==> src/rtl/uart_rx_irq_if.sv <==
// CPU-side bundle of the UART receiver: interrupt control inputs and received-byte/status outputs.
// The CPU drives the master modport; the receiver implements the slave modport.
interface uart_rx_irq_if;
    logic       intr_en;
    logic       ack;
    logic [7:0] r_data;
    logic       irr;
    logic       irq;
    logic       frame_err;
    logic       overrun;
    logic       busy;

    modport master (
        output intr_en, ack,
        input  r_data, irr, irq, frame_err, overrun, busy
    );

    modport slave (
        input  intr_en, ack,
        output r_data, irr, irq, frame_err, overrun, busy
    );
endinterface

==> src/rtl/uart_rx_irq.sv <==
// 8N1 UART receiver with an interrupt-request register for the CPU.
// It latches complete bytes and flags framing and overrun errors until the CPU acknowledges them.
module uart_rx_irq #(
    parameter int WAIT = 16
) (
    input  logic          clk,
    input  logic          reset,
    input  logic          uart_rx,
    uart_rx_irq_if.slave  bus
);

    localparam int CNT_W = $clog2(WAIT) + 1;
    localparam logic [CNT_W-1:0] HALF_M1 = CNT_W'(WAIT / 2 - 1);
    localparam logic [CNT_W-1:0] FULL_M1 = CNT_W'(WAIT - 1);

    typedef enum logic [1:0] {IDLE, START, DATA, STOP} state_t;

    state_t           state_q, state_d;
    logic [CNT_W-1:0] cnt_q, cnt_d;
    logic [2:0]       bit_q, bit_d;
    logic [7:0]       shift_q, shift_d;
    logic             rx_p0, rx_p1;
    logic             sync_rx;
    logic             stop_ok, stop_bad;

    logic [7:0]       r_data_q;
    logic             irr_q, frame_err_q, overrun_q;

    // Input synchronizer stages; the line idles high, so the flops reset to 1.
    always_ff @(posedge clk or negedge reset) begin
        if (!reset) begin
            rx_p0 <= 1'b1;
            rx_p1 <= 1'b1;
        end else begin
            rx_p0 <= uart_rx;
            rx_p1 <= rx_p0;
        end
    end

    assign sync_rx = rx_p1;

    always_ff @(posedge clk or negedge reset) begin
        if (!reset) begin
            state_q <= IDLE;
            cnt_q   <= '0;
            bit_q   <= '0;
            shift_q <= '0;
        end else begin
            state_q <= state_d;
            cnt_q   <= cnt_d;
            bit_q   <= bit_d;
            shift_q <= shift_d;
        end
    end

    always_comb begin
        state_d  = state_q;
        cnt_d    = cnt_q + CNT_W'(1);
        bit_d    = bit_q;
        shift_d  = shift_q;
        stop_ok  = 1'b0;
        stop_bad = 1'b0;
        case (state_q)
            IDLE: begin
                cnt_d = '0;
                if (!sync_rx) state_d = START;
            end
            START: begin
                // Mid-start-bit check rejects glitches shorter than half a bit.
                if (cnt_q == HALF_M1) begin
                    cnt_d   = '0;
                    bit_d   = '0;
                    state_d = sync_rx ? IDLE : DATA;
                end
            end
            DATA: begin
                if (cnt_q == FULL_M1) begin
                    cnt_d   = '0;
                    shift_d = {sync_rx, shift_q[7:1]};
                    bit_d   = bit_q + 3'd1;
                    if (bit_q == 3'd7) state_d = STOP;
                end
            end
            STOP: begin
                if (cnt_q == FULL_M1) begin
                    cnt_d    = '0;
                    state_d  = IDLE;
                    stop_ok  = sync_rx;
                    stop_bad = !sync_rx;
                end
            end
            default: begin
                state_d = IDLE;
                cnt_d   = '0;
            end
        endcase
    end

    // A completing byte beats a coincident ack; ack still suppresses overrun and clears frame_err.
    always_ff @(posedge clk or negedge reset) begin
        if (!reset) begin
            r_data_q    <= '0;
            irr_q       <= 1'b0;
            frame_err_q <= 1'b0;
            overrun_q   <= 1'b0;
        end else if (stop_ok) begin
            r_data_q    <= shift_q;
            irr_q       <= 1'b1;
            overrun_q   <= bus.ack ? 1'b0 : (overrun_q | irr_q);
            frame_err_q <= bus.ack ? 1'b0 : frame_err_q;
        end else if (stop_bad) begin
            frame_err_q <= 1'b1;
            if (bus.ack) begin
                irr_q     <= 1'b0;
                overrun_q <= 1'b0;
            end
        end else if (bus.ack) begin
            irr_q       <= 1'b0;
            frame_err_q <= 1'b0;
            overrun_q   <= 1'b0;
        end
    end

    assign bus.r_data    = r_data_q;
    assign bus.irr       = irr_q;
    assign bus.irq       = irr_q & bus.intr_en;
    assign bus.frame_err = frame_err_q;
    assign bus.overrun   = overrun_q;
    assign bus.busy      = (state_q != IDLE);

endmodule

==> src/flat_wrapper.sv <==
// flat-port wrapper written by rule: the top's interface ports become plain ports
module uart_rx_irq_flat 
#(
    parameter int WAIT = 16
)
  (clk, reset, uart_rx, bus_intr_en, bus_ack, bus_r_data, bus_irr, bus_irq, bus_frame_err, bus_overrun, bus_busy);
  uart_rx_irq_if bus_i ();
  input  logic clk;
  input  logic reset;
  input  logic uart_rx;
  input wire logic [$bits(bus_i.intr_en)-1:0] bus_intr_en;
  input wire logic [$bits(bus_i.ack)-1:0] bus_ack;
  output wire logic [$bits(bus_i.r_data)-1:0] bus_r_data;
  output wire logic [$bits(bus_i.irr)-1:0] bus_irr;
  output wire logic [$bits(bus_i.irq)-1:0] bus_irq;
  output wire logic [$bits(bus_i.frame_err)-1:0] bus_frame_err;
  output wire logic [$bits(bus_i.overrun)-1:0] bus_overrun;
  output wire logic [$bits(bus_i.busy)-1:0] bus_busy;
  assign bus_i.intr_en = bus_intr_en;
  assign bus_i.ack = bus_ack;
  assign bus_r_data = bus_i.r_data;
  assign bus_irr = bus_i.irr;
  assign bus_irq = bus_i.irq;
  assign bus_frame_err = bus_i.frame_err;
  assign bus_overrun = bus_i.overrun;
  assign bus_busy = bus_i.busy;
  uart_rx_irq #(.WAIT(WAIT)) u_core (.clk(clk), .reset(reset), .uart_rx(uart_rx), .bus(bus_i));
endmodule
==> config.mk <==
export PLATFORM = sky130hd
export DESIGN_NAME = uart_rx_irq_flat
export DESIGN_NICKNAME = d
export VERILOG_FILES = /design/src/rtl/uart_rx_irq_if.sv /design/src/rtl/uart_rx_irq.sv /design/src/flat_wrapper.sv
export SDC_FILE = /design/constraint.sdc
export NUM_CORES = 1
export LEC_CHECK = 0
export ABC_CLOCK_PERIOD_IN_PS = 1900
export CAP_MARGIN = 20
export CORE_ASPECT_RATIO = 1.1
export CORE_MARGIN = 1
export CORE_UTILIZATION = 30
export DETAILED_ROUTE_END_ITERATION = 10
export GPL_TIMING_DRIVEN = 1
export PLACE_DENSITY = 0.6
export SETUP_SLACK_MARGIN = 0.05
export SYNTH_ARGS = -nofsm -noshare
export SYNTH_HDL_FRONTEND = slang
export SYNTH_SLANG_ARGS = --single-unit
==> constraint.sdc <==
create_clock -name clk -period 1.9 [get_ports clk]
set_input_delay 0.285 -clock clk [delete_from_list [all_inputs] [get_ports clk]]
set_output_delay 0.285 -clock clk [all_outputs]
set_load 0.02 [all_outputs]
* Word level (Yosys, flattened, before mapping)
Cells that the tools add are included.
** Word-level totals
- Register bits after elaboration :: 31
** Cells by class
- Add/sub/neg operators :: 2
- Equal/unequal tests :: 11
- Muxes and demuxes :: 24
- Bitwise logic cells :: 2
- Reductions and logical operators :: 9
** Operator list (number)
- 5-bit case mux with 3 select lines :: 1
- 2-bit 2-to-1 mux :: 6
- 1-bit 2-to-1 mux :: 11
- 5-bit 2-to-1 mux :: 2
- 2-bit by 1-bit inequality test with 1-bit output (second input constant) :: 4
- 2-bit case mux with 4 select lines :: 1
- 3-bit 2-to-1 mux :: 2
- 3-bit case mux with 2 select lines :: 1
- 2-bit nonzero test :: 3
- 5-bit by 1-bit adder with 5-bit output (second input constant) :: 1
- 5-bit by 3-bit == test with 1-bit output (second input constant) :: 1
- 5-bit by 4-bit == test with 1-bit output (second input constant) :: 1
- 5-bit AND reduction :: 1
- 2-bit == test (second input constant) :: 2
- 3-bit by 1-bit adder with 3-bit output (second input constant) :: 1
- 3-bit == test (second input constant) :: 1
- 3-bit AND reduction :: 1
- 2-bit by 1-bit == test with 1-bit output (second input constant) :: 1
- 2-bit zero test :: 1
- 2-bit inequality test (second input constant) :: 1
- 2-bit AND reduction :: 1
- 2-bit OR reduction :: 1
- 1-bit AND :: 1
- 1-bit zero test :: 1
- 1-bit OR :: 1

* Logic depth before layout (Yosys ltp)
Gate-level depths: netlist of run 1.
- Depth after elaboration :: 5
- Depth in mapped cells :: 7
- Gate-level depth less buffers :: 6

* Worst setup path before layout of run 1
No wires, ideal clock.
- Path type :: flip-flop to flip-flop
- Start point :: register u_core.cnt_q[0]
- End point :: register u_core.shift_q[3]
- Data arrival time :: 1.457 ns
- Data required time :: 1.775 ns
- Slack :: 0.318 ns
- Cell stages (with the launch flop) :: 6
- Period minus slack after synthesis :: 1.582 ns
- Path through :: dfrtp_1 > ha_1 > and4b_1 > buf_4 > nand2_2 > mux2_2
** On the way
- Cells in the longest elaborated chain, start to end :: 2
** RTL lines
- from (decl) :: RTL line uart_rx_irq.sv:19 : logic [CNT_W-1:0] cnt_q, cnt_d;
- from (signal assigned) :: RTL line uart_rx_irq.sv:50 : cnt_q <= cnt_d;
- 5-bit by 4-bit == test with 1-bit output :: RTL line uart_rx_irq.sv:77 : if (cnt_q == FULL_M1) begin
- 2-bit AND reduction (no line)
- to (signal assigned) :: RTL line uart_rx_irq.sv:52 : shift_q <= shift_d;
- to (decl) :: RTL line uart_rx_irq.sv:21 : logic [7:0] shift_q, shift_d;
Every way passes these cells.
A chain may end at the register's enable or synchronous reset.

* Final worst setup path of run 1
- Start point :: input port bus_intr_en
- End point :: output port bus_irq
** On the way
- Cells in the longest elaborated chain, start to end :: 1
** RTL lines
- from (decl) :: RTL line flat_wrapper.sv:11 : input wire logic [$bits(bus_i.intr_en)-1:0] bus_intr_en;
- 1-bit AND :: RTL line uart_rx_irq.sv:126 : assign bus.irq = irr_q & bus.intr_en;
- to (decl) :: RTL line flat_wrapper.sv:15 : output wire logic [$bits(bus_i.irq)-1:0] bus_irq;
Every way passes these cells.

==> metrics.txt, run 1 <==
status finished clean; # rows 25; Chip Width 67.4 um; post-DP HPWL 1.78 mm; Tcrit/Tclk final 0.906; Syn-to-layout area delta 24.8%; worst slew pin tran 0.397 ns; min cycle time layout approximately 1.7 ns; Cells after Synth 113; Storage cell area 778 um^2; clock root cell clkbuf_8; cts bufs inserted 5; Avg Cell Area, Syn 12.5 um^2; layout cells sized above 1 0.204; Multi-input gate area 596 um^2; total negative slack 0 ns; Slew Limit Fails 0; vias ~900; top achievable clock speed between 500 and 600 MHz; die area 4980 um^2; Cell variety after synth 34; most numerous cell in the Yosys netlist dfrtp_1; RSZ-0062 raised after global routing no; largest net degree at the start of global routing 32; Lkg Pwr 0.851 nW; met1 GRT Util 0.157; top post-synthesis cells by area dfrtp_1 51%, mux2_2 10%, ha_1 8.0%; worst-path fanout max 1; Peak VDD IR 552 uV; Synth Area in Adders 0.0798; initial core utilization 0.320; # IOs 18; CP Class input port to output port; Synth async-reset ratio 1.00; port bufs 17; Crit-path slowest cell clkdlybuf4s50_1; CTS Buffer Depth 2; post-synthesis mux area share 0.135; clock skew 0.00451 ns; chip height 73.9 um; arrival time worst endpoint 1.44 ns; post-CTS sizing 1; cell taking the most area after synthesis dfrtp_1; max_cap viols 0; Clock transition at path regs 0.07 ns; H-tree Lvls 2; grt met2 use 0.181; area fraction of the dominant cell type after synthesis 0.514; Initial DRC Count 55; Synth Register Bits 31; CTS tree yes; XOR/XNOR Fraction of Synth Area 0.0124; crit path cell chain clkdlybuf4s50_1 -> and2_1 -> clkdlybuf4s50_1; Util after Layout 0.399; startpoint types input port; Post-Syn Area 1410 um^2; initial antenna violation count 0; largest family of logic cells by synthesized area multiplexers; simple-gate share of the synthesized area 0.126; routed len/inst roughly 13 um; YS warnings 0; drt total wl approximately 2.5 mm; Worst EP required 1.62 ns; crit-path most repeated cell clkdlybuf4s50_1; complex-gate fraction of the synthesized area 0.0691; class of the worst hold path flip-flop to flip-flop; sequential share of the synthesized area 0.551; Ant. Diodes 0; First-pass DRT Iterations 5; EDFF count, synth 0; Hold Buf Count CTS 0; Setup Buffers After CTS 0; clk_lat worst skew 0.28 ns; gr busiest metal met2; # fillers 418; top cells by count, synth 29 x dfrtp_1, 13 x mux2_2, 9 x ha_1, 9 x nand2_1, 7 x inv_1; GRT overflow 0; Syn Nets 127; Hold Fails Final Rpt 0; Top FF cell, synth dfrtp_1; Core Box Area 4410 um^2; global-route wire length before repair 4.37 mm; slowest cell delay on critical path 0.59 ns; final setup fails 0; vias per inst approximately 4.8; Post-route DRC 0; vias in the first global route about 900; GPL Wtd Cong about 0.7; Power per Cell Area 1050 nW/um^2; NumNets Final 150; ANT nets after route 0; met3 GRT Util 0.0322; global-route usage over all layers 0.121; Slew HR 0.736; CP endpoint kind output port; CTS sink cnt 31
[worst max-delay path: cells and delay by family]
| kind | cells | cell delay, ns |
|---|---|---|
| and+or+nand+nor | 1 | 0.11 |
| buffers and inverters | 2 | 1.04 |
[registers in the layout (all words and copies together) (netlist names), named ones only]
register and cells:
u_core.bus.frame_err 1, u_core.bus.r_data 8, u_core.shift_q 8, u_core.bus.irr 1, u_core.rx_p1 1, u_core.state_q 1
u_core.rx_p0 1, u_core.bit_q 3, u_core.bus.overrun 1, u_core.cnt_q 5
[path summary, 6_finish.rpt]
path,end,start,slack (ns),cells past startpoint
max,bus_irq,bus_intr_en,0.18,3
min,u_core.rx_p1,u_core.rx_p0,0.36,0
max reg2reg,u_core.bus.r_data[2],u_core.cnt_q[0],0.19,4
min reg2reg,u_core.rx_p1,u_core.rx_p0,0.36,0
max in group asynchronous,u_core.rx_p0,reset,1.18,2
min in group asynchronous,u_core.cnt_q[3],reset,0.40,2
[power by group]
| part | internal, mW | switching (mW) | leakage, nW |
|---|---|---|---|
| combinational | 0.168 | 0.261 | 0.368 |
| clock | 0.424 | 0.250 | 0.0612 |
| sequential | 0.707 | 0.0410 | 0.421 |
[stage by stage]
stage / cell area [um^2] / setup slack [ns] / power, mW / hold slack, ns / std cells
floorplan: 1410 / 0.318 / 1.07 / -0.0106 / 113
global placement: 1650 / 0.181 / 1.18 / 0.347 / 183
detailed placement: 1650 / 0.175 / 1.20 / 0.349 / 183
CTS: 1760 / 0.170 / 1.88 / 0.359 / 191
global route: 1760 / 0.0703 / 1.96 / 0.365 / 191
finish: 1760 / 0.179 / 1.85 / 0.357 / 191
[placed cells by master, fill, tap and decap left out, types with 2 or more instances in the layout]
master           Yosys  layout
a21oi_1              2       2
a22o_1               3       3
clkbuf_8             0       6
clkdlybuf4s50_1      0      16
dfrtp_1             29      29
dfstp_2              2       2
ha_1                 9       9
inv_1                7       7
mux2_1               3       3
mux2_2              13      13
nand2_1              9       9
nand3_1              5       5
nor2_1               6       6
nor3_1               2       2
o21ai_0              2       2
[per-layer routing]
metal	share of wire	vias up
met3	0.043	5
met4	0.019	0
li1	-	441
met5	0	-
met2	0.47	26
met1	0.47	444
[logic make-up after synthesis]
family / after synthesis
AND/OR/NAND/NOR: 32
multiplexers: 17
XOR/XNOR: 2
flip-flops: 31
adder cells (fa/ha/maj): 9
buffers and inverters: 9
AO/OA/AOI/OAI: 13
[layout make-up]
cell class / instances / area share
clock buffer: 6 / 0.0469
clock inverter: 2 / 0.0199
inverter: 7 / 0.0149
multi-input combinational: 73 / 0.338
sequential: 31 / 0.442
tap: 54 / 0.0384
timing repair buffer: 18 / 0.100
Note: power is estimated with default switching activity, not from simulation.
==> inputs of run 2 (changes only) <==
--- a/config.mk
+++ b/config.mk
@@ -8,8 +8,8 @@
 export ABC_CLOCK_PERIOD_IN_PS = 1900
 export CAP_MARGIN = 20
 export CORE_ASPECT_RATIO = 1.1
-export CORE_MARGIN = 1
 export CORE_UTILIZATION = 30
+export CTS_BUF_LIST = sky130_fd_sc_hd__clkbuf_8
 export DETAILED_ROUTE_END_ITERATION = 10
 export GPL_TIMING_DRIVEN = 1
 export PLACE_DENSITY = 0.6
==> results of run 2 <==
Same layout as run 1: the final DEF is identical, and so are final timing and power.
==> inputs of run 3 (changes only) <==
--- a/config.mk
+++ b/config.mk
@@ -8,6 +8,7 @@
 export ABC_CLOCK_PERIOD_IN_PS = 1900
 export CAP_MARGIN = 20
 export CORE_ASPECT_RATIO = 1.1
+export CORE_MARGIN = 3
 export CORE_UTILIZATION = 30
 export CTS_BUF_LIST = sky130_fd_sc_hd__clkbuf_8
 export DETAILED_ROUTE_END_ITERATION = 10
==> run 3 against run 2 <==
Wire length is 0.68% higher. Register-to-register slack hardly changed. Largest cell class unchanged. Highest routed layer unchanged. Critical endpoint unchanged. Die area is 12% higher. Non-clock buffer count stayed put. Clock skew hardly changed. Global-route usage is 1.7 points lower. Critical path type unchanged.
==> metrics.txt, run 3 (synthesis gave the netlist of run 1 again) <==
status finished clean; clock skew 0.00467 ns; port bufs 17; Slew Limit Fails 0; total negative slack 0 ns; chip height 77.9 um; Worst EP required between 1.5 and 2 ns; startpoint types input port; Core Box Area around 4400 um^2; CTS sink cnt 31; max_cap viols 0; class of the worst hold path flip-flop to flip-flop; Hold Path Sink u_core.rx_p1; vias per inst 4.73; Ant. Diodes 0; Chip Width 71.4 um; Hold Buf Count CTS 0; RR Endpoint u_core.bus.r_data[2]; ANT nets after route 0; final setup fails 0; post-DP HPWL 1.86 mm; top achievable clock speed 570 MHz; Hold Path Origin u_core.rx_p0; Final WS setup around 0.14 ns; Initial DRC Count 58; Post-route DRC 0; crit path cell chain clkdlybuf4s50_1 -> and2_1 -> clkdlybuf4s50_1; Syn-to-layout area delta 22.7%; Power per Cell Area a little under 1000 nW/um^2; global-route wire length before repair 4.54 mm; GPL Wtd Cong ~0.70; NumNets Final 150; clock root cell clkbuf_8; initial core utilization 0.320; r2r startpoint u_core.cnt_q[0]; Place WS 0.130 ns; CTS Buffer Depth 2; # IOs 18; vias in the first global route around 960; # rows 25; Hold Fails Final Rpt 0; worst reg2reg path depth 4; First-pass DRT Iterations 3; gr busiest metal met2; global-route usage over all layers 0.104; CP endpoint kind output port; cts bufs inserted 5; GRT overflow 0; clk_lat worst skew 0.28 ns; Final Non-Filler Cells 190; slowest cell delay on critical path approximately 0.59 ns; worst slew pin tran 0.385 ns; crit-path most repeated cell clkdlybuf4s50_1; worst-path fanout max 1; met1 GRT Util 0.120; drt total wl 2.51 mm; grt met2 use 0.172; Setup Buffers After CTS 0; R2R Setup Slk about 0.19 ns; met3 GRT Util 0.0466; min cycle time layout 1.76 ns; RSZ-0062 raised after global routing no; largest net degree at the start of global routing 32; post-CTS sizing 1; Clock transition at path regs 0.06 ns; most frequent cells in the layout 29 x dfrtp_1, 16 x clkdlybuf4s50_1, 13 x mux2_2; CP Class input port to output port; Lkg Pwr 0.837 nW; Slew HR 0.743; layout cells sized above 1 0.199; arrival time worst endpoint around 1.5 ns; routed len/inst 13.2 um; overall power 1.68 mW; Peak VDD IR roughly 520 uV; H-tree Lvls 2; vias 899; CTS tree yes; Placed Instances around 180; Cells on Worst Hold Path 0; die area 5560 um^2; Tcrit/Tclk final 0.924; initial antenna violation count 0; commonest non-fill, non-tap cell in the layout dfrtp_1; Crit-path slowest cell clkdlybuf4s50_1
==> run 3: area by class of cell <==
| cell class | instances | area (um^2) |
|---|---|---|
| inverter | 7 | 26.3 |
| tap | 54 | 67.6 |
| fill | 408 | 2680 |
| sequential | 31 | 778 |
| clock buffer | 6 | 82.6 |
| timing repair buffer | 18 | 176 |
| clock inverter | 1 | 5.00 |
| multi-input combinational | 73 | 596 |
==> run 3: worst max-delay path: cells and delay by family <==
kind | cells | cell delay [ns]
buf+inv | 2 | 1.05
simple gates | 1 | 0.13
==> run 3: layer usage <==
| metal | wire (um) | vias up |
|---|---|---|
| met4 | 39 | 0 |
| met3 | 133 | 6 |
| met5 | 0 | - |
| met1 | 1080 | 439 |
| li1 | - | 435 |
| met2 | 1260 | 19 |
==> run 3: worst max path at each step <==
stage	start	end	slack (ns)	cells past startpoint
global route	u_core.cnt_q[0]	u_core.bus.r_data[3]	0.07	4
global placement	bus_intr_en	bus_irq	0.18	3
finish	bus_intr_en	bus_irq	0.14	3
floorplan	u_core.cnt_q[0]	u_core.shift_q[3]	0.32	5
CTS	bus_intr_en	bus_irq	0.12	3
detailed placement	bus_intr_en	bus_irq	0.13	3
==> run 3: stage by stage <==
stage | hold slack (ns) | cell area, um^2 | utilization
2_1_floorplan | -0.0106 | 1410 | -
3_3_place_gp | 0.348 | 1650 | 0.373
3_5_place_dp | 0.351 | 1650 | 0.373
4_1_cts | 0.363 | 1730 | 0.393
5_1_grt | 0.366 | 1730 | 0.393
6_report | 0.362 | 1730 | 0.393
==> run 3: power breakdown <==
group	switching (mW)	leakage (nW)	internal [mW]	total [mW]
Clock	0.224	0.0470	0.283	0.507
Sequential	0.0405	0.421	0.707	0.748
Combinational	0.255	0.368	0.168	0.423
Total	0.519	0.837	1.16	1.68
